==> config.mk <==
export PLATFORM = sky130hd
export DESIGN_NAME = prbs_launch_flat
export DESIGN_NICKNAME = d
export VERILOG_FILES = /design/src/rtl/prbs_launch_if.sv /design/src/rtl/prbs_launch.sv /design/src/flat_wrapper.sv
export SDC_FILE = /design/constraint.sdc
export NUM_CORES = 1
export LEC_CHECK = 0
export CAP_MARGIN = 20
export CORE_MARGIN = 2
export CORE_UTILIZATION = 54
export CTS_CLUSTER_DIAMETER = 200
export CTS_CLUSTER_SIZE = 14
export DETAILED_ROUTE_END_ITERATION = 10
export GPL_ROUTABILITY_DRIVEN = 0
export GPL_TIMING_DRIVEN = 0
export PLACE_DENSITY = 0.75
export SYNTH_ARGS = -nofsm -noshare
export SYNTH_HDL_FRONTEND = slang
export SYNTH_SLANG_ARGS = --single-unit
==> constraint.sdc <==
create_clock -name clk -period 1.4 [get_ports clk]
set_input_delay 0.42 -clock clk [delete_from_list [all_inputs] [get_ports clk]]
set_output_delay 0.42 -clock clk [all_outputs]
set_load 0.1 [all_outputs]
==> src/rtl/prbs_launch_if.sv <==
// prbs_launch_if: launch-enable input and data/sync outputs of the PRBS7 launcher.
// With PRBS_ERRINJ_EN defined the bundle also carries the err injection input.
interface prbs_launch_if;
  logic en;
`ifdef PRBS_ERRINJ_EN
  logic err;
`endif
  logic q;
  logic qb;
  logic sync;

`ifdef PRBS_ERRINJ_EN
  modport master (output en, output err, input q, input qb, input sync);
  modport slave  (input en, input err, output q, output qb, output sync);
`else
  modport master (output en, input q, input qb, input sync);
  modport slave  (input en, output q, output qb, output sync);
`endif
endinterface

==> src/rtl/prbs_launch.sv <==
// prbs_launch: PRBS7 (x^7 + x^6 + 1) data launcher driving a complementary pair plus a
// frame-sync marker that is high for the bit at sequence index 0.
// Digital abstraction of the launcher: voltage levels map to 1/0, and the clock-to-q
// delay and transition time collapse onto the launching edge.
// Dir selects the active edge (+1 rising, -1 falling). Seed must be non-zero.
// Optional feature: define PRBS_ERRINJ_EN to add bus.err, which inverts the launched bit
// on q/qb only; the LFSR, index and sync are not disturbed.
module prbs_launch #(
  parameter int         Dir  = 1,
  parameter logic [6:0] Seed = 7'd127
) (
  input logic          clk,
  input logic          rst,
  prbs_launch_if.slave bus
);

  logic [6:0] s_q, s_d;  // LFSR state, s_q[6] is the next bit out
  logic [6:0] n_q, n_d;  // sequence index of the next launch, 0..126
  logic       b_q, b_d;  // launched bit
  logic       f_q, f_d;  // sync flag for the launched bit
  logic       launch_bit;

  // Next state: advance only on enabled edges, otherwise every output holds.
  always_comb begin
    s_d        = s_q;
    n_d        = n_q;
    b_d        = b_q;
    f_d        = f_q;
    launch_bit = s_q[6];
`ifdef PRBS_ERRINJ_EN
    launch_bit = s_q[6] ^ bus.err;
`endif
    if (bus.en) begin
      b_d = launch_bit;
      f_d = (n_q == 7'd0);
      s_d = {s_q[5:0], s_q[6] ^ s_q[5]};
      n_d = (n_q == 7'd126) ? 7'd0 : n_q + 7'd1;
    end
  end

  generate
    if (Dir < 0) begin : g_fall
      // State register on the falling clock edge; reset is a level and wins over the edge.
      always_ff @(negedge clk or posedge rst) begin
        if (rst) begin
          s_q <= Seed;
          n_q <= 7'd0;
          b_q <= 1'b0;
          f_q <= 1'b0;
        end else begin
          s_q <= s_d;
          n_q <= n_d;
          b_q <= b_d;
          f_q <= f_d;
        end
      end
    end else begin : g_rise
      // State register on the rising clock edge; reset is a level and wins over the edge.
      always_ff @(posedge clk or posedge rst) begin
        if (rst) begin
          s_q <= Seed;
          n_q <= 7'd0;
          b_q <= 1'b0;
          f_q <= 1'b0;
        end else begin
          s_q <= s_d;
          n_q <= n_d;
          b_q <= b_d;
          f_q <= f_d;
        end
      end
    end
  endgenerate

  assign bus.q    = b_q;
  assign bus.qb   = ~b_q;
  assign bus.sync = f_q;

endmodule
==> src/flat_wrapper.sv <==
// flat-port wrapper written by rule: the top's interface ports become plain ports
module prbs_launch_flat 
#(
  parameter int         Dir  = 1,
  parameter logic [6:0] Seed = 7'd127
)
  (clk, rst, bus_en, bus_q, bus_qb, bus_sync);
  prbs_launch_if bus_i ();
  input logic clk;
  input logic rst;
  input wire logic [$bits(bus_i.en)-1:0] bus_en;
  output wire logic [$bits(bus_i.q)-1:0] bus_q;
  output wire logic [$bits(bus_i.qb)-1:0] bus_qb;
  output wire logic [$bits(bus_i.sync)-1:0] bus_sync;
  assign bus_i.en = bus_en;
  assign bus_q = bus_i.q;
  assign bus_qb = bus_i.qb;
  assign bus_sync = bus_i.sync;
  prbs_launch #(.Dir(Dir), .Seed(Seed)) u_core (.clk(clk), .rst(rst), .bus(bus_i));
endmodule
==> flow_metrics.py <==
metrics = {
    "run_status": {
        "status": "complete, but fails checks",
        "violations": "setup timing",
    },
    "final_layout": {
        "layout-drive-gt1-share": 0.338,
        "syn2layout_area_growth_pct": 17.2,
        "n_antenna_cell": 0,
        "final_design_area_no_fill_um2": 902,
        "nNetsFinal": 87,
    },
    "routing": {
        "vias": 529,
        "postRouteAntennaNets": 0,
        "drt_iter0_markers": 2,
        "remaining_drc_errors": 0,
        "wirelength_mm": 1.25,
        "first_pass_iters": 4,
        "vias_per_cell": 5.57,
        "avgRoutedWirePerCell_um": 13.2,
    },
    "placement": {
        "io_buffers": 5,
        "pre_cts_ws_ns": -0.683,
        "dpl_cell_area_um2": 846,
        "hpwlAfterDp_um": 912,
    },
    "clocking": {
        "htree_levels": 1,
        "cts.sinks": 16,
        "cts_max_path_buffers": 2,
        "cts_tree": "done",
        "insertion_delay_ns": 0.29,
        "cts_buffers": 3,
        "clk_pin_slew_ns": 0.10,
        "cts_hold_buf": 0,
        "cts_root_buffer": "clkbuf_4",
    },
    "sta": {
        "slew_headroom": 0.599,
        "fmax_mhz": 684,
        "setup-violations-final": 2,
        "finalHoldViolCount": 0,
        "worst_pin_slew_ns": 0.601,
        "min_period_ns": 1.46,
        "fin_ws_ns": -0.0616,
        "grt_setup_unrepaired": "true",
        "slew_viol_final": 0,
        "fin_skew_ns": 0.0131,
        "period_share": 1.04,
    },
    "global_route": {
        "grt_usage": 0.166,
        "grt_pass1_vias": 502,
        "grt_max_degree": 17,
        "grt_overflow": 0,
        "antenna_found_initial": 0,
        "grt_pass1_wl_mm": 2.19,
    },
    "critical_path": {
        "cp-startpoint": "u_core.bus.q$_DFFE_PP0P_",
        "critical_path_class": "flop to output pin",
        "critPathRequiredTime_ns": 0.98,
        "crit_chain": "clkinvlp_4 -> buf_12",
        "critical-path-slowest-cell": "dfrtp_4",
        "worst_path_largest_cell_delay_ns": 0.50,
        "worstReg2RegStart": "u_core.n_q[0]$_DFFE_PP0P_",
        "start_kind": "flop",
        "crit_arrival_ns": 1.04,
        "end_kind": "output pin",
        "cp_max_fo": 2,
    },
    "synthesis": {
        "syn_nets": 76,
        "synth_top_cell_by_area": "dfrtp_1",
        "netlist_area_um2": 769,
        "yosysTopAreaCellShare": 0.293,
        "ys.flop_type": "dfrtp_1",
        "synthArstFlopShare": 1.00,
        "synth_edf_count": 0,
        "ys_seq_area_frac": 0.532,
        "yosysWarnings": 0,
        "ys_ff_latch": 16,
        "synthTopCellsByCount": "dfrtp_1 (9), dfstp_2 (7), inv_1 (7), mux2_2 (6), nand2_1 (6)",
        "synth.distinct_cells": 27,
        "syn_area_per_cell_um2": 11.0,
        "synth.area.top_cells": "dfrtp_1 (29%), dfstp_2 (24%), mux2_2 (8.8%)",
        "synthCells": 70,
        "yosysMostFrequentCell": "dfrtp_1",
    },
    "floorplan": {
        "die_h_um": 41.8,
        "coreArea_um2": 1320,
        "num_rows": 13,
        "ios": 6,
        "fp.dieW_um": 41.8,
        "start_util": 0.584,
        "fp.dieArea_um2": 1740,
    },
    "power_and_ir_drop": {
        "power.density_nw_per_um2": 2280,
        "clock_power_share": 0.149,
        "p_comb_frac": 0.388,
        "intPower_mw": 1.25,
        "ir_worst_vdd_uv": 1170,
        "p_total_mw": 2.05,
        "leakage_nw": 0.397,
        "seqPwrFrac": 0.462,
        "switching_share": 0.392,
        "p_switching_uw": 805,
    },
    "worst_hold_path": {
        "min_from": "bus_en",
        "hold_class": "input port to flop",
    },
    "flow_run": {
        "maxCapViolCount": 0,
    },
}
-- layer usage --
metal  global-route usage  vias up  wire length (um)
met5                    0        -                 0
met2                0.259       10               579
met4               0.0774        0                16
li1                     -      266                 -
met3               0.0261        2                44
met1                0.225      251               609
-- worst max-delay path: cells and delay by family, from the launching register on --
| kind | cells | cell delay, ns |
|---|---|---|
| DFF | 1 | 0.50 |
| buffers and inverters | 2 | 0.27 |
-- sequential cells by signal, summed over array words and instances, names as in the netlist --
register and cells:
u_core.bus.q 1, u_core.s_q 7, u_core.n_q 7, u_core.bus.sync 1
-- power groups by stage --
stage	clock network (mW)	registers (mW)	logic (mW)
3_3_place_gp	0	0.945	0.740
2_1_floorplan	0	0.992	0.546
5_1_grt	0.331	0.989	0.891
4_1_cts	0.316	0.949	0.791
3_5_place_dp	0	0.958	0.759
6_report	0.307	0.949	0.798
-- timing repair --
item,in CTS,in global routing
endpoints found under the setup margin,3,8
buffers inserted,0,1
resized for setup,21,5
cloned,0,0
-- per-stage QoR --
stage           util  setup TNS [ns]  hold slack, ns  instances
4_1_cts        0.673          -0.127           0.507         94
3_5_place_dp   0.642           -5.01           0.502         90
6_report       0.685         -0.0962           0.482         95
3_3_place_gp   0.642           -4.73           0.482         90
2_1_floorplan      -          -0.220           0.329         70
5_1_grt        0.685          -0.168           0.520         95
-- cell usage in the layout, fill, tap and decap left out, drive strengths merged --
cell type and n:
clkinvlp 1, nand4 1, inv 6, o221ai 1, dfstp 7, nor4 1, o21ai 5, dfrtp 9
o31ai 1, nand3 3, a21oi 2, dlymetal6s2s 1, o21bai 1, xnor2 1, o41ai 1, nand2b 2
buf 5, mux2i 2, o22ai 1, clkbuf 5, a31oi 1, nor2b 1, ha 3, nand4b 1
nand2 6, or4 1, nor2 3, clkdlybuf4s50 1, o2bb2ai 1, mux2 6
-- area by class of cell --
type                            count  area [um^2]
Buffer                              2         15.0
Clock buffer                        4         36.3
Fill cell                         105          415
Inverter                            7         30.0
Multi-Input combinational cell     45          324
Sequential cell                    16          413
Tap cell                           15         18.8
Timing Repair Buffer                6         65.1
-- cell families after synthesis --
logic type | Yosys count | synth area share
buffers and inverters | 9 | 0.0472
multiplexers | 8 | 0.114
AO/OA/AOI/OAI | 14 | 0.115
XOR/XNOR | 1 | 0.0114
adder cells (fa/ha/maj) | 3 | 0.0488
AND/OR/NAND/NOR | 19 | 0.132
flip-flops | 16 | 0.532
-- worst paths after layout --
kind,end,slack [ns],cells past startpoint
min,u_core.n_q[6]$_DFFE_PP0P_,0.48,3
max reg2reg,u_core.n_q[1]$_DFFE_PP0P_,0.10,5
max,bus_qb,-0.06,2
min in group asynchronous,u_core.n_q[4]$_DFFE_PP0P_,0.49,2
max in group asynchronous,u_core.bus.q$_DFFE_PP0P_,0.46,2
min reg2reg,u_core.s_q[0]$_DFFE_PP1P_,0.51,2
Power figures use the tool's default switching activity.
